==> config.mk <==
export PLATFORM = sky130hd
export DESIGN_NAME = down_counter
export DESIGN_NICKNAME = d
export VERILOG_FILES = /design/src/rtl/test_controller_down_counter.sv
export SDC_FILE = /design/constraint.sdc
export NUM_CORES = 1
export LEC_CHECK = 0
export ABC_AREA = 1
export CAP_MARGIN = 25
export CORE_MARGIN = 1
export CORE_UTILIZATION = 55
export CTS_CLUSTER_DIAMETER = 50
export DETAILED_ROUTE_END_ITERATION = 12
export MAX_ROUTING_LAYER = met4
export PLACE_DENSITY_LB_ADDON = 0.1
export SLEW_MARGIN = 20
export SYNTH_ARGS = -nofsm -noshare
export SYNTH_HDL_FRONTEND = slang
export SYNTH_SLANG_ARGS = --single-unit
==> constraint.sdc <==
create_clock -name clk -period 2.2 [get_ports clk]
set_input_delay 0.44 -clock clk [delete_from_list [all_inputs] [get_ports clk]]
set_output_delay 0.44 -clock clk [all_outputs]
set_load 0.1 [all_outputs]
==> src/rtl/test_controller_down_counter.sv <==
// Loadable down counter with a zero flag; holds at zero.
module down_counter #(
    parameter int unsigned WIDTH = 32
) (
    input  logic             clk,
    input  logic             rst,
    input  logic             load,
    input  logic [WIDTH-1:0] load_value,
    input  logic             enable,
    output logic             zero
);

    logic [WIDTH-1:0] count;

    always_ff @(posedge clk) begin
        if (rst) begin
            count <= '0;
        end else if (load) begin
            count <= load_value;
        end else if (enable && (count != '0)) begin
            count <= count - 1'b1;
        end
    end

    assign zero = (count == '0);

endmodule

# [Word level (Yosys, flattened, before mapping)]
# Cells that the tools add are included.
[word_totals] regBits=32 in_bits=36 output_inout_bits=1
[op_classes] addsub=1 muxes=2 n_reduce_logical=4
[ops] operator="32-bit two-way mux" count=2
[ops] operator="32-bit logical NOT" count=1
[ops] operator="32-bit nonzero test" count=1
[ops] operator="32-bit by 1-bit subtractor with 32-bit output, second input constant" count=1
[ops] operator="2-bit nonzero test" count=1
[ops] operator="1-bit logical AND" count=1

# [Longest topological paths before layout]
# Gate-level depths: netlist of run 1.
[depth] ltp_word=4 depth_mapped=12

# [Least setup slack after synthesis of run 1]
# No wires, ideal clock.
[synth_timing] path_kind="reg2out" from="register count[0]" to="output port zero" arrival_ps=2440 required_time_ps=1760 path_slack_ps=-680 path_stages_with_launch=9 path_buffers=0 path_cell_list="dfxtp_1 > inv_1 > ha_1 > nand2_4 > nor2_8 > nand2_1 > nor3_1 > nand2_1 > nor2_1"
[synth_via] elab_chain_cells=1
[synth_rtl] element="start: declaration" line="13" rtl="logic [WIDTH-1:0] count;"
[synth_rtl] element="start signal: assignment" line="19" rtl="count <= load_value;"
[synth_rtl] element="start signal: assignment" line="21" rtl="count <= count - 1'b1;"
[synth_rtl] element="32-bit logical NOT" line="25" rtl="assign zero = (count == '0);"
[synth_rtl] element="end: declaration" line="10" rtl="output logic zero"
# No other way between the ends.

# [Worst setup path after layout of run 1]
[layout_timing] from="register count[6]" to="output port zero"
# Same word-level chain as after synthesis.

==> results of run 1 <==
through the flow:
step / std cells / hold slack (ns) / cell area [um2]
after floorplan: 403 / 0.437 / 2440
after global placement: 482 / 0.453 / 2840
after detailed placement: 482 / 0.481 / 2840
after CTS: 489 / 0.491 / 2930
after global routing: 497 / 0.545 / 3020
final: 497 / 0.508 / 3020
kinds of logic after synthesis:
group           Yosys count
flops                    32
fa+ha+maj                 1
compound gates           30
buf+inv                  36
xor+xnor                 18
simple gates            286
synth_stat cells, drive strengths merged:
cell type / count
xor2: 12
o21bai: 5
clkinv: 1
o21ai: 21
nand2: 104
nor3: 14
or2: 2
nand4: 4
buf: 5
inv: 22
xnor2: 6
clkbuf: 8
a21oi: 4
ha: 1
dfxtp: 32
nor2: 136
nand3: 26
worst register-to-register path: cells and delay by family, from the launching register on:
family                     cells  cell delay, ns
DFF                            1            0.32
adders and majority gates      1            0.17
and+or+nand+nor                7            1.04
buffers and inverters          2            0.20
layout make-up:
cell class / count / area, um2
clock buffers: 6 / 72.6
clock inverters: 1 / 5.00
fillers: 372 / 1090
inverters: 23 / 91.3
multi-input cells: 335 / 1670
flip-flops and latches: 32 / 646
well taps: 50 / 62.6
repair buffers: 50 / 475
power groups by stage:
stage	combinational [mW]	sequential, mW	clock (mW)
after floorplan	0.355	0.678	0
final	0.525	0.688	0.443
after CTS	0.489	0.682	0.446
after detailed placement	0.481	0.695	0
after global routing	0.593	0.694	0.466
after global placement	0.475	0.694	0
per-layer routing:
metal	routed length, um	up-vias
li1	-	1350
met2	2950	75
met1	2810	1144
met3	408	13
met4	102	0
met5	0	-
timing repair:
item                       in CTS  in global routing
gates cloned                    0                  0
pin swaps                       0                  5
gates resized for setup         2                 14
buffers inserted                0                  8
setup endpoints to repair       1                  1
hold endpoints to repair        0                  0
path summary, 6_finish.rpt:
check / start / end / slack, ns / cells after the start
max: count[6]$_SDFFE_PP0P_ / zero / 0.03 / 8
min: count[0]$_SDFFE_PP0P_ / count[0]$_SDFFE_PP0P_ / 0.51 / 2
max reg2reg: count[1]$_SDFFE_PP0P_ / count[22]$_SDFFE_PP0P_ / 0.35 / 10
min reg2reg: count[0]$_SDFFE_PP0P_ / count[0]$_SDFFE_PP0P_ / 0.51 / 2
==> summary.md, run 1 <==
| Metric | Value |
|---|---|
| Switching power | `0.584 mW` |
| GR Util met3 | `0.0609` |
| Dpl ws | `0.190 ns` |
| Share of the synthesized area in the top cell type | `0.263` |
| Worst-Margin Slew | `0.529 ns` |
| Initial antenna violation count | `0` |
| Max Buffers Root-to-Sink | `2` |
| Final period util | `0.986` |
| Vias in the first global route | `2,386` |
| Largest net degree at the start of global routing | `29` |
| GR Layer Usage met2 | `0.511` |
| Num Clock Sinks | `32` |
| Critical path type | `reg2out` |
| CTS Buf Count | `5` |
| Pint | `1.07 mW` |
| Worst path cell trace | `nor2_2 -> nand2_2 -> nor2_8 -> nand2_4 -> nor3_2 -> nand2_1 -> nor2_4 -> buf_12` |
| Top reg by flops | `count` |
| Die height | `68.5 um` |
| Number of H-tree levels | `2` |
| GRT overflow | `0` |
| Critical-path top delay cell | `dfxtp_1` |
| CP max stage delay | `0.35 ns` |
| Min cycle time layout | `2.17 ns` |
| Hold WC Path Type | `reg2reg` |
| WP data arrival | `1.73 ns` |
| Starting Density | `0.592` |
| Layout cells sized above 1 | `0.148` |
| Area share of fa/ha/maj cells after synthesis | `0.00514` |
| Syn Inst Count | `403` |
| CTS clock-pin slew for the worst setup and hold paths | `0.07 ns` |
| Area leader, netlist | `dfxtp_1` |
| Critical path launch point type | `flip-flop` |
| Fin util | `0.735` |
| RePlAce Congestion | `0.906` |
| Core Area | `0.00412 mm2` |
| Peak supply drop | `0.351 mV` |
| Mapped Avg Cell Area | `6.04 um2` |
| CP endpoint kind | `output pin` |
| Met1 usage | `0.375` |
| Pwr Total | `1.66 mW` |
| CTS root buf | `clkbuf_8` |
| YS warnings | `0` |
| CP delay by family, top | `simple AND/OR/NAND/NOR gates` |
| Final wirelength | `6280 um` |
| Slew Viols, Final | `0` |
| Register share of total power | `0.416` |
| # IOs | `37` |
| Max-cap check violation count | `0` |
| Max Clock Skew | `0.0102 ns` |
| Vias per cell | `5.20` |
| Commonest non-fill, non-tap cell in the layout | `nor2_1` |
| Synth Area in XOR/XNOR | `0.0647` |
| HPWL Detailed | `4550 um` |
| Post-synthesis cell area | `0.00243 mm2` |
| Run status | `finished clean` |
| Vias | `2,582` |
| Synth cell types | `27` |
| CP bufs+invs | `1` |
| Mapped Nets | `440` |
| Largest regs | `count: 32 flops` |
| Synthesis-to-finish area growth | `24.2%` |
| I/O Buffers | `36` |
| Gr busiest metal | `met2` |
| Main combinational cell family by area after synthesis | `simple AND/OR/NAND/NOR gates` |
| Per-cell routed wire length | `12.6 um` |
| Drt pass-1 iters | `5` |
| Multiplexer area fraction after synthesis | `0` |
| Most frequent cells in the layout | `125 x nor2_1, 96 x nand2_1, 35 x clkdlybuf4s50_1, 28 x dfxtp_1, 26 x nand3_1` |
| P_leak | `1.38 nW` |
| Largest register FFs | `32` |
| First-pass GRT wire length | `10,500 um` |
| ANT cells | `0` |
| Req. time, crit path | `1.76 ns` |
| Pwr/cell area | `548 mW/mm2` |
| Clock share of power | `0.267` |
| Skew-Pair Late Insertion Delay | `0.29 ns` |
| Slew headroom | `0.645` |
| Post-CTS Hold Buffers | `0` |
| DRC | `0` |
| # rows | `23` |
| TNS Setup | `0 ns` |
| Nets | `484` |
| Seq/Total Area, Yosys | `0.263` |
| Synth Area in Simple Gates | `0.524` |
| Top post-synthesis cells by area | `dfxtp_1 26%, nor2_1 20%, nand2_1 15%, nand3_1 5.3%, nor3_2 5.3%` |
| Die area | `0.00470 mm2` |
| Switching Share | `0.353` |
| Synth Register Bits | `32` |
| Final worst setup slack | `0.0316 ns` |
| DRT antenna net count | `0` |
| Hold Fails Final Rpt | `0` |
| Die W | `68.5 um` |
| Final setup vio count | `0` |
| Critical path fanouts, max | `4` |
| Highest Clock Rate | `0.461 GHz` |
| CTS tree | `yes` |
| Comb pwr share | `0.317` |
| Compound-gate portion of the synthesized area | `0.0730` |
| Starting DRT DRC Count | `136` |
| GRT Util Overall | `0.311` |
Note: power is estimated with default switching activity, not from simulation.
==> run 2, diff against run 1 <==
Settings changed: CAP_MARGIN 25 to default.
==> results of run 2 <==
The final DEF is identical to that of run 1; final timing and power are the same.
==> run 3, diff against run 2 <==
Settings changed: CORE_UTILIZATION 55 to 59.
Clock period 2.2 ns to 2.8 ns, I/O delays scaled along.
==> run 3 against run 2 <==
Compared with the run above: non-clock buffer count is 9 lower; sequential power shrank 22%; largest power group unchanged; die area decreased by 6.6%; core utilization grew 3.4 points; power fell by 21%; combinational power fell by 27%.
==> summary.md, run 3 (synthesis gave the netlist of run 1 again) <==
| Metric | Value |
|---|---|
| R2R Path Start | `count[0]$_SDFFE_PP0P_ (was count[1]$_SDFFE_PP0P_)` |
| I/O Buffers | `36 (unchanged)` |
| Critical path type | `reg2out (unchanged)` |
| Core Area | `0.00380 mm2 (was 0.00412 mm2)` |
| Layout cells sized above 1 | `0.105 (was 0.148)` |
| Fin util | `0.768 (was 0.735)` |
| CP endpoint kind | `output pin (unchanged)` |
| Hold Path Stages | `2 (unchanged)` |
| Die area | `0.00439 mm2 (was 0.00470 mm2)` |
| Top reg by flops | `count (unchanged)` |
| Hold path startpoint | `count[0]$_SDFFE_PP0P_ (unchanged)` |
| Initial antenna violation count | `0 (unchanged)` |
| WP data arrival | `2.00 ns (was 1.73 ns)` |
| Critical path launch point type | `flip-flop (unchanged)` |
| Nets | `475 (was 484)` |
| Max-cap check violation count | `0 (unchanged)` |
| # IOs | `37 (unchanged)` |
| Worst-Margin Slew | `0.566 ns (was 0.529 ns)` |
| Min cycle time layout | `2.56 ns` |
| Largest register FFs | `32 (unchanged)` |
| Most frequent cells in the layout | `128 x nor2_1, 98 x nand2_1, 35 x clkdlybuf4s50_1, 32 x dfxtp_1, 26 x nand3_1 (was 125 x nor2_1, 96 x nand2_1, 35 x clkdlybuf4s50_1, 28 x dfxtp_1, 26 x nand3_1)` |
| P_leak | `1.33 nW (was 1.38 nW)` |
| Drt pass-1 iters | `7 (was 5)` |
| Synthesis-to-finish area growth | `19.8% (was 24.2%)` |
| TNS Setup | `0 ns (unchanged)` |
| CTS tree | `yes (unchanged)` |
| Pwr/cell area | `446 mW/mm2 (was 548 mW/mm2)` |
| RePlAce Congestion | `0.977 (was 0.906)` |
| Slew Viols, Final | `0 (unchanged)` |
| Largest net degree at the start of global routing | `29 (unchanged)` |
| Vias | `2,628 (was 2,582)` |
| Hold endpoint | `count[0]$_SDFFE_PP0P_ (unchanged)` |
| Final wirelength | `6230 um (was 6280 um)` |
| Final period util | `0.913` |
| Hold WC Path Type | `reg2reg (unchanged)` |
| DRT antenna net count | `0 (unchanged)` |
| GRT overflow | `0 (unchanged)` |
| Per-cell routed wire length | `12.8 um (was 12.6 um)` |
| Post-CTS Hold Buffers | `0 (unchanged)` |
| Capturing point of the worst reg2reg path | `count[11]$_SDFFE_PP0P_ (was count[22]$_SDFFE_PP0P_)` |
| Die height | `66.2 um (was 68.5 um)` |
| RSZ-0062 raised after global routing | `no` |
| Slew headroom | `0.621 (was 0.645)` |
| ANT cells | `0 (unchanged)` |
| Req. time, crit path | `2.24 ns (was 1.76 ns)` |
| Final setup vio count | `0 (unchanged)` |
| Largest regs | `count: 32 flops (unchanged)` |
| Reg2Reg Setup Slack | `0.79 ns (was 0.35 ns)` |
| # rows | `22 (was 23)` |
| Starting DRT DRC Count | `166 (was 136)` |
| Area post-placement | `0.00283 mm2 (was 0.00284 mm2)` |
| HPWL Detailed | `4600 um (was 4550 um)` |
| Number of H-tree levels | `2 (unchanged)` |
| Run status | `finished clean (unchanged)` |
| Starting Density | `0.641 (was 0.592)` |
| DRC | `0 (unchanged)` |
| Die W | `66.2 um (was 68.5 um)` |
| Commonest non-fill, non-tap cell in the layout | `nor2_1 (unchanged)` |
| Final Cell Area | `0.00292 mm2 (was 0.00302 mm2)` |
| CTS clock-pin slew for the worst setup and hold paths | `0.07 ns (about the same)` |
| Hold Slack | `0.468 ns (was 0.508 ns)` |
| GRT Util Overall | `0.324 (was 0.311)` |
| Peak supply drop | `0.316 mV (was 0.351 mV)` |
| Post-CTS Setup Bufs | `0 (unchanged)` |
| Dpl ws | `0.580 ns (was 0.190 ns)` |
| Post-CTS Resized | `0 (was 2)` |
| Vias in the first global route | `2,466 (was 2,386)` |
| Highest Clock Rate | `0.391 GHz` |
| CTS Buf Count | `5 (unchanged)` |
| First-pass GRT wire length | `10,600 um (was 10,500 um)` |
| Num Clock Sinks | `32 (unchanged)` |
| Final worst setup slack | `0.245 ns (was 0.0316 ns)` |
| Skew-Pair Late Insertion Delay | `0.29 ns (about the same)` |
| Vias per cell | `5.40 (was 5.20)` |
| CTS root buf | `clkbuf_8 (unchanged)` |
| Max Clock Skew | `0.00790 ns (was 0.0102 ns)` |
| Hold Fails Final Rpt | `0 (unchanged)` |
| Worst Reg-to-Reg Cells | `9 (was 10)` |
| Max Buffers Root-to-Sink | `2 (unchanged)` |
| Critical path fanouts, max | `6 (was 4)` |
## run 3: cell types whose count changed in the layout (fill, tap and decap cells not counted), moves of 2 or more
cell | before | now
buf_4 | 14 | 5
dfxtp_1 | 28 | 32
dfxtp_2 | 4 | 0
inv_1 | 20 | 22
inv_2 | 2 | 0
nand2_1 | 96 | 98
nor2_1 | 125 | 128
nor2_4 | 4 | 2
## run 3: routing by layer
metal	GRT usage	part of all wire
met1	0.383	0.44
met2	0.547	0.48
met3	0.0483	0.062
met4	0.130	0.016
met5	-	0
## run 3: critical path: stages, from the launching register on
cell,delay [ns]
dfxtp_1,0.31
inv_1,0.09
ha_1,0.32
nand2_4,0.12
nor2_8,0.17
nand2_1,0.11
nor3_1,0.16
nand2_1,0.08
nor2_2,0.14
buf_12,0.19
## run 3: worst max path at each step
stage | startpoint | endpoint | slack, ns | cells after the start
2_1_floorplan | count[0]$_SDFFE_PP0P_ | zero | 0.26 | 8
3_5_place_dp | count[0]$_SDFFE_PP0P_ | zero | 0.58 | 9
6_report | count[0]$_SDFFE_PP0P_ | zero | 0.24 | 9
4_1_cts | count[0]$_SDFFE_PP0P_ | zero | 0.26 | 9
5_1_grt | count[0]$_SDFFE_PP0P_ | zero | 0.07 | 9
3_3_place_gp | count[0]$_SDFFE_PP0P_ | zero | 0.60 | 9
## run 3: power by group
| part | leakage [nW] | switching (mW) | internal [mW] |
|---|---|---|---|
| combinational | 1.01 | 0.226 | 0.158 |
| clock | 0.0510 | 0.183 | 0.196 |
| sequential | 0.265 | 0.0458 | 0.491 |
| total | 1.33 | 0.455 | 0.845 |
## run 3: layout make-up
| cell class | instances | area [um2] |
|---|---|---|
| Sequential cell | 32 | 641 |
| Multi-Input combinational cell | 335 | 1630 |
| Tap cell | 48 | 60.1 |
| Fill cell | 305 | 881 |
| Inverter | 23 | 91.3 |
| Clock inverter | 2 | 10.0 |
| Timing Repair Buffer | 41 | 408 |
| Clock buffer | 6 | 82.6 |
## run 3: stage by stage
step                      power (mW)  cells
final                           1.30    487
after global routing            1.37    487
after CTS                       1.29    487
after detailed placement       0.922    479
after global placement         0.911    479
after floorplan                0.811    403
==> RTL change: new RTL, config.mk and constraints of run 2 <==
Register the inputs `load`, `load_value` and `enable` before use, with the module's reset. The logic sees them one clock later.
--- a/src/rtl/test_controller_down_counter.sv
+++ b/src/rtl/test_controller_down_counter.sv
@@ -10,14 +10,30 @@
     output logic             zero
 );
 
+    logic load_q;
+    logic [WIDTH-1:0] load_value_q;
+    logic enable_q;
+
+    always_ff @(posedge clk) begin
+        if (rst) begin
+            load_q       <= '0;
+            load_value_q <= '0;
+            enable_q     <= '0;
+        end else begin
+            load_q       <= load;
+            load_value_q <= load_value;
+            enable_q     <= enable;
+        end
+    end
+
     logic [WIDTH-1:0] count;
 
     always_ff @(posedge clk) begin
         if (rst) begin
             count <= '0;
-        end else if (load) begin
-            count <= load_value;
-        end else if (enable && (count != '0)) begin
+        end else if (load_q) begin
+            count <= load_value_q;
+        end else if (enable_q && (count != '0)) begin
             count <= count - 1'b1;
         end
     end
Formal check against the unedited RTL: not equivalent (a bounded check fails within 4 cycles, from zero or initial values and one cycle with rst high).
==> RTL change against run 2 <==
Area after synthesis increased by 35%; power grew 87%; clock skew fell by 0.0020 ns; design area is 32% higher; sequential cell count increased by 34; critical path type unchanged; sequential share of layout area rose by 12 points; worst setup slack worse by 0.021 ns; hold slack improved by 0.022 ns; synthesized cell count rose by 20%; largest power group unchanged; wire length increased by 16%; highest routed layer unchanged; sequential power increased by 99%; global-route usage shrank 4.7 points.
==> RTL change: results (changes against run 2) <==
Routing
  • Starting DRT DRC Count: 189 (was 136)
  • Vias: 2,986 (was 2,582)
  • Per-cell routed wire length: 12.16 um (was 12.63 um)
  • Pre-antenna DRT Iters: 5 (unchanged)

Synthesis
  • Distinct cells, synth: 30 (was 27)
  • Async S/R FF share, synth: 0% (unchanged)
  • Sequential area share after synthesis: 40.12% (was 26.31%)
  • Commonest cells post-synth: nor2_1, dfxtp_1, nand2_1 (was nor2_1, nand2_1, dfxtp_1)
  • Post-synth EDFFs: 0 (unchanged)
  • Synth top area cells: dfxtp_1, nor2_1, nand2_1 (unchanged)
  • Yosys warnings: 0 (unchanged)
  • Syn nets: 521 (was 440)

Critical path
  • Slowest stage delay, CP: 0.36 ns
  • CP Max Fanout: 5 (was 4)
  • R2R Setup Slk: 0.24 ns (was 0.35 ns)
  • Worst path slowest cell: dfxtp_1 (unchanged)
  • Data arrival, critical path: 1.75 ns (was 1.73 ns)

Layout
  • Inserted Diodes: 0 (unchanged)
  • Fill count: 473 (was 372)
  • Nets: 561 (was 484)
  • Share of layout cells above drive strength 1: 13.23% (was 14.77%)
  • Top flop regs: count x32, load_value_q x32 (was count x32)

Clock network
  • H-tree depth reported by CTS: 3 (was 2)
  • Clk buf depth: 2 (unchanged)
  • TritonCTS Buffers: 9 (was 5)
  • Root Buffer: clkbuf_8 (unchanged)
  • Clk slew on worst S/H paths: roughly 0.080 ns
  • Worst skew pair latency: 0.35 ns (was 0.29 ns)

Global route
  • Pin count of the biggest net entering global routing: 46 (was 29)
  • First-pass GRT wire length: 12,360 um (was 10,490 um)
  • Initial antenna violation count: 0 (unchanged)
  • Via count of the first global-routing pass: 2,724 (was 2,386)
  • GRT Util Overall: 26.35% (was 31.07%)

Power
  • Worst VDD drop: 0.5708 mV (was 0.3511 mV)
  • Pleak: 1.854 nW (was 1.376 nW)
  • Cell Int Power: 0.002118 W (was 0.001072 W)

Place
  • Port Buffers: 36 (unchanged)
  • HPWL after DPL: 4997 um (was 4550 um)
  • Placer Congestion: 0.8838 (was 0.9062)
  • Dpl ws: 0.3140 ns (was 0.1904 ns)

Timing
  • Slew HR: 60.49% (was 64.51%)
  • Clock skew: 0.008245 ns (was 0.01021 ns)
  • Final period util: 99.53% (was 98.56%)

Hold path
  • HP Class: flip-flop to flip-flop (unchanged)

Outcome
  • Status: completed (unchanged)
## RTL change: changes by cell type after synthesis, sizes merged, moves of 4 or more
cell	run 2	this run
a21oi	4	16
dfxtp	32	66
inv	22	63
mux2i	0	4
nand2	104	74
nand3	26	22
nor2	136	146
nor3	14	10
o21ai	21	37
o21bai	5	1
## RTL change: worst max-delay path: cells and delay by family (launching register included)
| kind | cells | cell delay, ns |
|---|---|---|
| simple gates | 5 | 0.82 |
| flops | 1 | 0.36 |
| buf+inv | 1 | 0.20 |
## RTL change: cells by family (layout without fill, tap and decap cells)
kind of cell,Yosys count,after routing,share of synthesized area [%]
compound gates,56,56,9.499
flops,66,66,40.12
simple gates,261,261,34.31
fa+ha+maj,1,1,0.3799
mux,4,4,1.216
xor+xnor,18,18,4.787
buf+inv,78,123,9.688
## RTL change: repair_timing
| action | in CTS | in global routing |
|---|---|---|
| resized for setup | 0 | 7 |
| pin swaps | 2 | 5 |
| buffers inserted | 1 | 3 |
| setup endpoints to repair | 1 | 1 |
## RTL change: final timing paths
path / startpoint / endpoint / cells past startpoint
worst max-delay path: count[18]$_SDFFE_PP0P_ / zero / 6
worst min-delay path: load_value_q[18]$_SDFF_PP0_ / count[18]$_SDFFE_PP0P_ / 4
worst max register to register: count[0]$_SDFFE_PP0P_ / count[1]$_SDFFE_PP0P_ / 11
worst min register to register: load_value_q[18]$_SDFF_PP0_ / count[18]$_SDFFE_PP0P_ / 4
## RTL change: through the flow
| stage | std cells | hold WS (ns) | area, um2 | power (W) |
|---|---|---|---|---|
| 6_report | 601 | 0.5298 | 4001 | 0.003098 |
| 3_5_place_dp | 581 | 0.4855 | 3750 | 0.002044 |
| 2_1_floorplan | 484 | 0.4504 | 3329 | 0.001868 |
| 3_3_place_gp | 581 | 0.4629 | 3750 | 0.002031 |
| 4_1_cts | 598 | 0.4962 | 3960 | 0.003084 |
| 5_1_grt | 601 | 0.5318 | 4001 | 0.003248 |
## RTL change: power by group through the flow
stage	Clock [W]	Combinational, W	Sequential, W
CTS	0.00106	0.000665	0.00136
global placement	0	0.000643	0.00139
finish	0.00104	0.000684	0.00137
floorplan	0	0.000499	0.00137
global route	0.00110	0.000770	0.00138
detailed placement	0	0.000655	0.00139
## RTL change: layout make-up
cell class	count	area (um2)	area share, %
Multi-Input combinational cell	340	1704	42.59
Inverter	63	236.5	5.910
Clock inverter	6	65.06	1.626
Timing Repair Buffer	44	442.9	11.07
Tap cell	72	90.09	2.251
Sequential cell	66	1325	33.11
Clock buffer	10	137.6	3.440
## RTL change: routing by layer
layer  part of all wire, %  GRT usage (%)  wire length, um  up-vias
met1                    49          33.81             3573     1315
met3                   5.4          5.257              394       12
met5                     0              -                0        -
met4                   2.1          10.73              150        0
met2                    44          40.60             3189       76
li1                      -              -                -     1583
